$ cat src/rtl/card_dealer.sv
// Card-draw engine: takes a scrambled candidate address, probes linearly past dealt cards, delivers rank/suit.
// Optional macro DEALER_PROBE_CNT_EN adds the Probe_Cnt output (collision count of the last deal).
module card_dealer (
  input  logic       Clk,
  input  logic       Rst_n,
  input  logic       New_Deck,
  input  logic       Req,
  input  logic [5:0] Addr_j,
  output logic [5:0] Addr_i,
  output logic       Card_Vld,
  output logic [5:0] Card_Addr,
  output logic [3:0] Card_Rank,
  output logic [1:0] Card_Suit,
  output logic       Busy,
  output logic       Empty,
  output logic [5:0] Cards_Left,
  output logic       Underflow
`ifdef DEALER_PROBE_CNT_EN
  ,
  output logic [5:0] Probe_Cnt
`endif
);

  // state | meaning
  // IDLE  | waiting for Req; Card_Vld/Underflow pulses appear here
  // PROBE | walking the deck from the candidate address to the first undealt card
  typedef enum logic {IDLE = 1'b0, PROBE = 1'b1} state_t;

  state_t      state_q, state_d;
  logic [51:0] dealt_q;
  logic [5:0]  probe_q, probe_next, addr_norm;
  logic [5:0]  addr_i_q, card_addr_q, cards_left_q, rem_c;
  logic [3:0]  card_rank_q, rank_c;
  logic [1:0]  card_suit_q, suit_c;
  logic        card_vld_q, underflow_q;
  logic        accept, deal, collide, underflow_d;

  assign addr_norm  = (Addr_j >= 6'd52) ? (Addr_j - 6'd52) : Addr_j;
  assign probe_next = (probe_q == 6'd51) ? 6'd0 : (probe_q + 6'd1);

  always_comb begin
    state_d     = state_q;
    accept      = 1'b0;
    deal        = 1'b0;
    collide     = 1'b0;
    underflow_d = 1'b0;
    if (New_Deck) begin
      state_d = IDLE;
    end else begin
      case (state_q)
        IDLE: begin
          if (Req) begin
            if (Empty) begin
              underflow_d = 1'b1;
            end else begin
              accept  = 1'b1;
              state_d = PROBE;
            end
          end
        end
        PROBE: begin
          if (dealt_q[probe_q]) begin
            collide = 1'b1;
          end else begin
            deal    = 1'b1;
            state_d = IDLE;
          end
        end
        default: state_d = IDLE;
      endcase
    end
  end

  // Divider-free split of the address into suit (quotient by 13) and rank (remainder + 1)
  always_comb begin
    suit_c = 2'd0;
    rem_c  = probe_q;
    if (probe_q >= 6'd39) begin
      suit_c = 2'd3;
      rem_c  = probe_q - 6'd39;
    end else if (probe_q >= 6'd26) begin
      suit_c = 2'd2;
      rem_c  = probe_q - 6'd26;
    end else if (probe_q >= 6'd13) begin
      suit_c = 2'd1;
      rem_c  = probe_q - 6'd13;
    end
    rank_c = rem_c[3:0] + 4'd1;
  end

  always_ff @(posedge Clk or negedge Rst_n) begin
    if (!Rst_n) state_q <= IDLE;
    else        state_q <= state_d;
  end

  always_ff @(posedge Clk or negedge Rst_n) begin
    if (!Rst_n) begin
      dealt_q      <= '0;
      probe_q      <= '0;
      addr_i_q     <= '0;
      card_addr_q  <= '0;
      card_rank_q  <= '0;
      card_suit_q  <= '0;
      cards_left_q <= 6'd52;
      card_vld_q   <= 1'b0;
      underflow_q  <= 1'b0;
    end else begin
      card_vld_q  <= deal;
      underflow_q <= underflow_d;
      if (New_Deck) begin
        dealt_q      <= '0;
        cards_left_q <= 6'd52;
      end
      if (accept)  probe_q <= addr_norm;
      if (collide) probe_q <= probe_next;
      if (deal) begin
        dealt_q[probe_q] <= 1'b1;
        addr_i_q         <= probe_q;
        card_addr_q      <= probe_q;
        card_rank_q      <= rank_c;
        card_suit_q      <= suit_c;
        cards_left_q     <= cards_left_q - 6'd1;
      end
    end
  end

`ifdef DEALER_PROBE_CNT_EN
  logic [5:0] coll_q, probe_cnt_q;

  // Collision tally survives New_Deck on purpose; only reset clears it
  always_ff @(posedge Clk or negedge Rst_n) begin
    if (!Rst_n) begin
      coll_q      <= '0;
      probe_cnt_q <= '0;
    end else begin
      if (accept)  coll_q      <= '0;
      if (collide) coll_q      <= coll_q + 6'd1;
      if (deal)    probe_cnt_q <= coll_q;
    end
  end

  assign Probe_Cnt = probe_cnt_q;
`endif

  assign Addr_i     = addr_i_q;
  assign Card_Vld   = card_vld_q;
  assign Card_Addr  = card_addr_q;
  assign Card_Rank  = card_rank_q;
  assign Card_Suit  = card_suit_q;
  assign Busy       = (state_q == PROBE);
  assign Empty      = (cards_left_q == 6'd0);
  assign Cards_Left = cards_left_q;
  assign Underflow  = underflow_q;

endmodule

$ cat config.mk
export PLATFORM = sky130hd
export DESIGN_NAME = card_dealer
export DESIGN_NICKNAME = d
export VERILOG_FILES = /design/src/rtl/card_dealer.sv
export SDC_FILE = /design/constraint.sdc
export NUM_CORES = 1
export LEC_CHECK = 0
export CAP_MARGIN = 20
export CORE_MARGIN = 2
export CORE_UTILIZATION = 62
export DETAILED_ROUTE_END_ITERATION = 10
export GPL_TIMING_DRIVEN = 0
export HOLD_SLACK_MARGIN = 0.08
export PLACE_DENSITY = 0.85
export SLEW_MARGIN = 10
export SYNTH_ARGS = -nofsm -noshare
export SYNTH_HDL_FRONTEND = slang
export SYNTH_SLANG_ARGS = --single-unit
$ cat constraint.sdc
create_clock -name Clk -period 6.3 [get_ports Clk]
set_input_delay 1.89 -clock Clk [delete_from_list [all_inputs] [get_ports Clk]]
set_output_delay 1.89 -clock Clk [all_outputs]
set_load 0.02 [all_outputs]
==> reports/metrics.json, run 1 <==
{
  "outcome": {
    "outcome": "completed"
  },
  "global_routing": {
    "grt_antenna_before_repair": 0,
    "overall_track_demand_over_capacity_in_global_routing": 0.3134,
    "wire_length_of_the_first_global_routing_pass_um": 18040,
    "grt_remaining_overflow": 0,
    "grt_pass1_vias": 3592,
    "grt_max_degree": 64
  },
  "clocking": {
    "tritoncts_num_sinks": 79,
    "post-cts-setup-buffers": 0,
    "worst_setup_hold_path_clk_slew_ns": 0.08,
    "tritoncts.num_buffers": 9,
    "tritoncts_clock_tree": "done",
    "cts_max_level": 3,
    "clock_root_buffer": "clkbuf_8",
    "cts.hold.buffers_added": 0,
    "max-clock-path-buffers": 2,
    "ctsResizeCount": 0,
    "clock_latency_ns": 0.37
  },
  "critical_path": {
    "crit_path_end_kind": "primary output",
    "worst_path_required_ns": 4.41,
    "critPathKind": "flip-flop to primary output",
    "maximum_fanout_along_the_worst_path": 4,
    "setup.worst_path.start_class": "flip-flop",
    "reg2reg_setup_slack_ns": 3.19,
    "arrival_ns": 1.94
  },
  "floorplan": {
    "std_cell_rows": 30,
    "io_count": 38,
    "core_region_area_mm2": 0.006719,
    "initial_utilization": 0.6361,
    "die_ar_mm2": 0.007574,
    "dieHeight_um": 87.03,
    "die_x_um": 87.03
  },
  "timing": {
    "finalHoldViolCount": 0,
    "tcrit_tclk_final": 0.6082,
    "final_period_minus_worst_setup_slack_ns": 3.832,
    "max-slew-margin-rel": 0.3295,
    "clock.fmax_mhz": 261.0,
    "setup_tns_ns": 0,
    "rsz0062_at_grt": "false",
    "finalSetupViolations": 0,
    "timing_max_transition_violations_final": 0,
    "worst_clock_skew_ns": 0.02181,
    "worst-slew-pin-transition_ns": 0.9980
  },
  "finish": {
    "num-nets-final": 481,
    "final_core_util": 0.7501,
    "area_delta_synth_final_pct": 17.92,
    "design_area_mm2": 0.005040,
    "antenna_cells_inserted": 0,
    "drive_above_1_share": 0.1472
  },
  "pwr": {
    "p_per_area_mw_per_mm2": 396.0,
    "sequential_power_share": 0.311,
    "power_switching_share": 0.3795,
    "total_power_mw": 1.996,
    "cell_internal_pwr_mw": 1.239,
    "combinationalPowerShare": 0.435,
    "share_clk_of_total_power": 0.254,
    "max-vdd-ir-drop_mv": 0.1871,
    "net-switching-power_mw": 0.7574,
    "power.static_leakage_nw": 2.209
  },
  "synth": {
    "number_of_enable_type_register_cells_in_the_synthesized_netlist": 0,
    "synth_warnings": 0,
    "yosys.cell_types.count": 57,
    "postSynthCellCount": 408,
    "synth_seq_area_share": 0.4634,
    "list_of_most_frequent_post_synthesis_cells": "dfrtp_1 (76), nor2_1 (53), a31oi_1 (35)",
    "synth_most_common_cell": "dfrtp_1",
    "yosys_register_bits": 79,
    "netlist.top_cell.by_area": "dfrtp_1",
    "yosys-top-cells-area": "dfrtp_1 (44%), mux4_2 (5.8%), a31oi_1 (5.1%), nor2_1 (4.7%), ha_1 (4.1%)",
    "synth_top_area_share": 0.4450,
    "asyncSetResetFlopFracSynth": 1.000,
    "synthesized_nets": 432,
    "synth_ff_type": "dfrtp_1",
    "syn-cell-area_mm2": 0.004274,
    "syn_avg_cell_area_um2": 10.48
  },
  "route": {
    "via_count": 3523,
    "detailedRoute.firstIterationViolations": 393,
    "route.detailed.drc": 0,
    "final_routed_wire_length_divided_by_cell_count_um": 19.76,
    "finalWirelength_um": 10710,
    "1st_pass_router_iterations": 5,
    "detail-route-antenna-nets": 0,
    "detail_route.vias_per_cell": 6.500
  },
  "place": {
    "io_buffers": 37,
    "postPlaceCellArea_mm2": 0.004770,
    "detailed_place_hpwl_um": 7381,
    "finalWeightedCongestion": 0.8895
  },
  "job": {
    "drv_cap": 0
  },
  "hold_path": {
    "hp-class": "flip-flop to flip-flop"
  }
}
state kept, by name (all words and copies together) (netlist names):
register    cells
Cards_Left      6
dealt_q        52
Card_Rank       4
Card_Addr       6
Card_Suit       2
Busy            1
probe_q         6
Card_Vld        1
Underflow       1
per-stage QoR:
step / instances / hold WS (ns) / setup slack (ns)
2_1_floorplan: 408 / 0.4511 / 3.227
3_3_place_gp: 525 / 0.4633 / 0.6557
3_5_place_dp: 526 / 0.4738 / 2.620
4_1_cts: 542 / 0.4978 / 2.454
5_1_grt: 542 / 0.5151 / 2.344
6_report: 542 / 0.4901 / 2.468
critical path, stage by stage (launching register included):
cell and delay (ns):
dfrtp_1 0.42, nor3_1 0.28, nand3b_1 0.17, inv_1 0.10, clkdlybuf4s50_1 0.60
worst paths after layout:
check | start | endpoint | cells past startpoint
worst max-delay path | Cards_Left[3]$_DFFE_PN0P_ | Empty | 4
worst min-delay path | Card_Rank[2]$_DFFE_PN0P_ | Card_Rank[2]$_DFFE_PN0P_ | 2
worst max register to register | probe_q[1]$_DFFE_PN0P_ | Card_Rank[1]$_DFFE_PN0P_ | 11
worst min register to register | Card_Rank[2]$_DFFE_PN0P_ | Card_Rank[2]$_DFFE_PN0P_ | 2
max in group asynchronous | Rst_n | Cards_Left[4]$_DFFE_PN1P_ | 2
min in group asynchronous | Rst_n | Card_Vld$_DFF_PN0_ | 1
logic make-up after synthesis:
group / count (synthesis) / synth area share
adders and majority gates: 14 / 0.04098
muxes: 24 / 0.09016
AOI/OAI and AO/OA: 92 / 0.1666
DFF: 79 / 0.4634
buffers and inverters: 55 / 0.06528
and+or+nand+nor: 135 / 0.1552
xor gates and xnor gates: 9 / 0.01844
power groups by stage:
stage	combinational (mW)	clock, mW	sequential [mW]
after floorplan	0.516	0	0.673
after global routing	0.943	0.533	0.628
after CTS	0.861	0.510	0.621
after global placement	0.830	0	0.624
final	0.868	0.507	0.621
after detailed placement	0.852	0	0.631
metal layers:
metal / global-route usage / share of wire / wire, µm
met1: 0.4175 / 0.40 / 4315
met2: 0.4990 / 0.49 / 5198
met3: 0.05972 / 0.077 / 822
met4: 0.1435 / 0.035 / 372
met5: 0 / 0 / 0
cell usage in the layout, fill, tap and decap left out, types with 6 or more instances in the layout:
master,Yosys,layout
a31oi_1,35,35
and2_1,6,6
dfrtp_1,76,76
clkbuf_8,0,10
o2bb2ai_2,8,8
mux2i_1,7,7
ha_1,14,14
nand2_1,25,25
inv_1,18,18
xnor2_1,6,6
nand3_1,15,15
clkdlybuf4s50_1,0,36
o21ai_0,12,12
buf_4,14,15
o2bb2ai_1,11,11
clkbuf_1,17,18
mux4_2,11,11
nor2b_1,8,8
nor2_1,53,53
final cells by class:
type	count	area (µm²)
multi-input combinational	274	2014
inverter	20	77.57
clock buffer	11	141.4
tap	80	100.1
timing repair buffer	38	395.4
sequential	79	1981
clock inverter	5	128.9
fill	432	1679
buffer	35	201.4
Note: power is estimated with default switching activity, not from simulation.
==> inputs of run 2 (changes only) <==
--- a/config.mk
+++ b/config.mk
@@ -7,11 +7,11 @@
 export LEC_CHECK = 0
 export CAP_MARGIN = 20
 export CORE_MARGIN = 2
-export CORE_UTILIZATION = 62
+export CORE_UTILIZATION = 58
 export DETAILED_ROUTE_END_ITERATION = 10
 export GPL_TIMING_DRIVEN = 0
 export HOLD_SLACK_MARGIN = 0.08
-export PLACE_DENSITY = 0.85
+export PLACE_DENSITY = 0.8
 export SLEW_MARGIN = 10
 export SYNTH_ARGS = -nofsm -noshare
 export SYNTH_HDL_FRONTEND = slang
==> constraint.sdc (replaced) <==
create_clock -name Clk -period 3.55 [get_ports Clk]
set_input_delay 1.065 -clock Clk [delete_from_list [all_inputs] [get_ports Clk]]
set_output_delay 1.065 -clock Clk [all_outputs]
set_load 0.02 [all_outputs]
==> run 2 against run 1 <==
Final cell count increased by 3.5%; first-iteration DRC count is 12% lower; critical path depth increased by 7; clock power grew 38%; sequential power grew 77%; via count fell by 3.0%; register-to-register slack worse by 2.8 ns; clock skew shrank 0.0073 ns; routed wire length down 1.3%; critical path type is now flip-flop to flip-flop; largest power group unchanged.
==> reports/metrics.json, run 2 (synthesis results as in run 1) <==
{
  "timing": {
    "setup_tns": {"value": 0, "unit": "ns", "change": "unchanged"},
    "finalHoldViolCount": {"value": 0, "change": "unchanged"},
    "worst_clock_skew": {"value": 0.01452, "unit": "ns", "change": "-0.007283 ns"},
    "finalSetupViolations": {"value": 0, "change": "unchanged"},
    "rsz0062_at_grt": "false",
    "max-slew-margin-rel": {"value": 0.3107, "change": "-0.01883"},
    "tcrit_tclk_final": 0.8816,
    "timing_max_transition_violations_final": {"value": 0, "change": "unchanged"},
    "worst-slew-pin-transition": {"value": 1.026, "unit": "ns", "change": "+0.02803 ns"},
    "final_period_minus_worst_setup_slack_ns": 3.130,
    "clock.fmax_mhz": 319.5
  },
  "pwr": {
    "p_per_area": {"value": 667.6, "unit": "mW/mm²", "change": "+69%"},
    "power.static_leakage": {"value": 2.171, "unit": "nW", "change": "-1.7%"},
    "total_power": {"value": 3.330, "unit": "mW", "change": "+67%"},
    "max-vdd-ir-drop": {"value": 0.3525, "unit": "mV", "change": "+88%"}
  },
  "global_routing": {
    "grt_remaining_overflow": {"value": 0, "change": "unchanged"},
    "grt_antenna_before_repair": {"value": 0, "change": "unchanged"},
    "grt_pass1_vias": {"value": 3421, "change": "-4.8%"},
    "grt_max_degree": {"value": 44, "change": "-31%"},
    "overall_track_demand_over_capacity_in_global_routing": {"value": 0.2801, "change": "-0.03331"},
    "wire_length_of_the_first_global_routing_pass": {"value": 17650, "unit": "µm", "change": "-2.1%"}
  },
  "critical_path": {
    "critPathKind": "flip-flop to flip-flop",
    "rr_startpoint": "probe_q[1]$_DFFE_PN0P_",
    "critPathLaunch": "probe_q[1]$_DFFE_PN0P_",
    "worstPathCellList": "buf_6 -> buf_4 -> inv_1 -> ha_1 -> nand2b_1 -> a311oi_1 -> mux2i_1 -> o221ai_1 -> inv_1 -> ha_1 -> mux2_2",
    "setup.worst_path.start_class": "flip-flop",
    "maximum_fanout_along_the_worst_path": {"value": 10, "change": "+6"},
    "crit_path_end_kind": "flip-flop",
    "crit_path_top_delay_cell": "dfrtp_1",
    "worst_path_required": {"value": 3.80, "unit": "ns", "change": "-0.61 ns"},
    "arrival": {"value": 3.38, "unit": "ns", "change": "+1.44 ns"},
    "cp_slowest_stage_delay": {"value": 0.49, "unit": "ns", "change": "-0.11 ns"}
  },
  "finish": {
    "antenna_cells_inserted": {"value": 0, "change": "unchanged"},
    "final_common_cell": "dfrtp_1",
    "max_flop_register": "dealt_q",
    "drive_above_1_share": {"value": 0.1450, "change": "-0.002165"},
    "layout.cells.most_common_list": "dfrtp_1 (76), nor2_1 (53), clkdlybuf4s50_1 (36)",
    "fin_cells": {"value": 561, "change": "+3.5%"},
    "area_delta_synth_final_pct": 16.69,
    "num-nets-final": {"value": 481, "change": "unchanged"},
    "largest_reg_flops": {"value": 52, "change": "unchanged"}
  },
  "route": {
    "detailedRoute.firstIterationViolations": {"value": 346, "change": "-12%"},
    "detail_route.vias_per_cell": {"value": 6.091, "change": "-6.3%"},
    "detail-route-antenna-nets": {"value": 0, "change": "unchanged"},
    "route.detailed.drc": {"value": 0, "change": "unchanged"},
    "via_count": {"value": 3417, "change": "-3.0%"},
    "finalWirelength": {"value": 10570, "unit": "µm", "change": "-1.3%"},
    "final_routed_wire_length_divided_by_cell_count": {"value": 18.85, "unit": "µm", "change": "-4.6%"},
    "1st_pass_router_iterations": {"value": 5, "change": "unchanged"}
  },
  "floorplan": {
    "die_x": {"value": 89.85, "unit": "µm", "change": "+3.2%"},
    "initial_utilization": {"value": 0.5956, "change": "-0.04049"},
    "io_count": {"value": 38, "change": "unchanged"},
    "die_ar": {"value": 0.008072, "unit": "mm²", "change": "+6.6%"},
    "dieHeight": {"value": 89.85, "unit": "µm", "change": "+3.2%"},
    "std_cell_rows": {"value": 31, "change": "+3.3%"},
    "core_region_area": {"value": 0.007176, "unit": "mm²", "change": "+6.8%"}
  },
  "place": {
    "io_buffers": {"value": 37, "change": "unchanged"},
    "finalWeightedCongestion": {"value": 0.9094, "change": "+2.2%"},
    "dpl.cell_count": {"value": 545, "change": "+3.6%"},
    "detailed_place_hpwl": {"value": 7420, "unit": "µm", "change": "+0.53%"}
  },
  "clocking": {
    "tritoncts_num_sinks": {"value": 79, "change": "unchanged"},
    "cts.hold.buffers_added": {"value": 0, "change": "unchanged"},
    "tritoncts.num_buffers": {"value": 9, "change": "unchanged"},
    "post-cts-setup-buffers": {"value": 0, "change": "unchanged"},
    "tritoncts_clock_tree": "done",
    "cts_max_level": {"value": 3, "change": "unchanged"},
    "max-clock-path-buffers": {"value": 2, "change": "unchanged"},
    "clock_latency": {"value": 0.37, "unit": "ns", "change": "about the same"},
    "worst_setup_hold_path_clk_slew": {"value": 0.08, "unit": "ns", "change": "about the same"},
    "ctsResizeCount": {"value": 0, "change": "unchanged"},
    "clock_root_buffer": "clkbuf_8"
  },
  "hold_path": {
    "hp-class": "flip-flop to flip-flop",
    "worst_min_path_start": "Card_Suit[0]$_DFFE_PN0P_"
  },
  "job": {
    "drv_cap": {"value": 0, "change": "unchanged"}
  },
  "outcome": {
    "outcome": "completed"
  }
}
run 2: changes by cell type in the layout (fill, tap and decap cells not counted):
cell        before  now
buf_16           1    0
clkbuf_1        18   19
bufinv_16        4    1
clkinvlp_4       0    1
clkbuf_8        10   11
buf_12           0    1
inv_6            1    0
clkinv_2         0    1
run 2: area by class of cell:
type	count	area (µm²)
buffer	35	201.4
clock buffer	13	158.9
clock inverter	3	42.54
fill	536	2188
inverter	20	77.57
multi-input combinational	274	2014
sequential	79	1981
tap	99	123.9
timing repair buffer	38	387.9
run 2: report_power, final:
part	leakage [nW]	switching [mW]	internal [mW]	total, mW
Clock	0.0996	0.335	0.363	0.698
Combinational	1.01	0.904	0.630	1.53
Sequential	1.07	0.0864	1.01	1.10
Total	2.17	1.33	2.00	3.33
run 2: per-stage QoR:
step	utilization	setup slack (ns)	instance area, µm²	hold WS, ns
finish	0.6950	0.4202	4987	0.4815
global placement	0.6645	-1.296	4768	0.4625
global route	0.6950	0.2435	4987	0.5099
CTS	0.6950	0.4433	4987	0.4878
detailed placement	0.6670	0.4788	4786	0.4693
floorplan	-	0.9532	4274	0.4511
run 2: path summary, 6_finish.rpt:
check	slack, ns	depth (start not counted)	to
worst max register to register	0.42	11	Card_Rank[1]$_DFFE_PN0P_
max in group asynchronous	2.23	2	Cards_Left[5]$_DFFE_PN1P_
min in group asynchronous	0.64	1	dealt_q[28]$_DFF_PN0_
worst min-delay path	0.48	2	Card_Suit[0]$_DFFE_PN0P_
worst max-delay path	0.42	11	Card_Rank[1]$_DFFE_PN0P_
worst min register to register	0.48	2	Card_Suit[0]$_DFFE_PN0P_
run 2: per-layer routing:
layer | routed length (µm) | global-route usage
met5 | 0 | 0
met2 | 5179 | 0.4514
met4 | 182 | 0.09615
met3 | 630 | 0.05197
met1 | 4581 | 0.3867
run 2: critical path: cells and delay by family (launching register included):
family	cells	cell delay, ns
AO/OA/AOI/OAI	2	0.73
buffers and inverters	4	0.72
adder cells (fa/ha/maj)	2	0.53
flip-flops	1	0.49
multiplexers	2	0.40
AND/OR/NAND/NOR	1	0.14
==> RTL edit: new RTL, settings of run 2 <==
Add a define of `DEALER_PROBE_CNT_EN`.
--- a/src/rtl/card_dealer.sv
+++ b/src/rtl/card_dealer.sv
@@ -2,2 +2,4 @@
 // Optional macro DEALER_PROBE_CNT_EN adds the Probe_Cnt output (collision count of the last deal).
+`define DEALER_PROBE_CNT_EN
+
 module card_dealer (
Behaviour (old outputs only; new: Probe_Cnt): unchanged (Yosys induction, for registers that start in step).
==> RTL edit against run 2 <==
Sequential share of layout area rose by 1.4 points; design area grew 11%; power fell by 2.0%; utilization fell by 0.95 points; count of clock-buffer cells in the layout is 2 lower; routed wire length grew 11%; worst setup slack worse by 0.24 ns; synthesized area grew 11%; sequential cell count increased by 12; largest cell class is now registers; largest power group unchanged.
==> RTL edit: results <==
export IMPL_wl_per_cell_um=18.9
export IMPL_reg2regPathDepth=10
export IMPL_slowest_delay_ns=0.61
export IMPL_nClkBuffers=11
export IMPL_seq_cells=91
export IMPL_reg2reg_slack_ns=0.18
export IMPL_fin_crit_sh_pct=95.0
export IMPL_grt_pass1_vias=3916
export IMPL_p_per_area_nw_per_um2=588
export IMPL_powerSeq_mw=1.25
export IMPL_final_cells=622
export IMPL_yosys_top_cells_area="dfrtp_1, inv_1, o22ai_1"
export IMPL_dpl_cell_area_um2=5340
export IMPL_grt_first_pass_wirelength_um=19300
export IMPL_p_leak_nw=2.37
export IMPL_syn_avg_cell_area_um2=10.4
export IMPL_sw_frac_of_total_pct=36.5
export IMPL_grt_max_degree=60
export IMPL_vias_per_cell=6.14
export IMPL_pg_clk_uw=759
export IMPL_holdWs_ns=0.487
export IMPL_peakVddDrop_v=0.000282
export IMPL_post_place_ws_ns=0.278
export IMPL_status="complete, no violations"
export IMPL_syn_nets=483
export IMPL_path_delay_family="simple AND/OR/NAND/NOR gates"
export IMPL_clk_share_pct=3.74
export IMPL_min_to="Card_Rank[3]$_DFFE_PN0P_"
export IMPL_layout_nets=537
export IMPL_endpoint="dealt_q[29]$_DFF_PN0_"
export IMPL_yosys_top_cells_count="dfrtp_1, inv_1, nand2_1"
export IMPL_critPathArrivalTime_ns=3.65
export IMPL_inverters_excl_clock=66
export IMPL_yosysUniqueCellTypes=60
export IMPL_buf_share_pct=11.5
export IMPL_drt_iter0_drc=335
-- RTL edit: worst register-to-register path, stage by stage (launching register included) --
cell,delay [ns]
dfrtp_1,0.61
buf_6,0.24
nor2b_1,0.09
a2111oi_0,0.58
nor4_1,0.18
nor4_4,0.48
nand3b_1,0.15
buf_2,0.24
or3_1,0.38
buf_2,0.19
o22ai_1,0.16
-- RTL edit: metal layers --
| metal | share of wire [%] | track usage, % |
|---|---|---|
| met2 | 48 | 44.9 |
| met1 | 43 | 38.2 |
| met3 | 5.7 | 4.63 |
| met5 | 0 | 0 |
| met4 | 3.6 | 15.2 |
-- RTL edit: logic make-up (layout without fill, tap and decap cells) --
group | after synthesis | count (layout) | share of synthesized area [%]
and+or+nand+nor | 107 | 107 | 11.5
xor gates and xnor gates | 9 | 9 | 1.65
muxes | 33 | 33 | 9.80
buffers and inverters | 102 | 160 | 9.25
adders and majority gates | 14 | 14 | 3.68
AOI/OAI and AO/OA | 103 | 103 | 16.3
DFF | 91 | 91 | 47.9
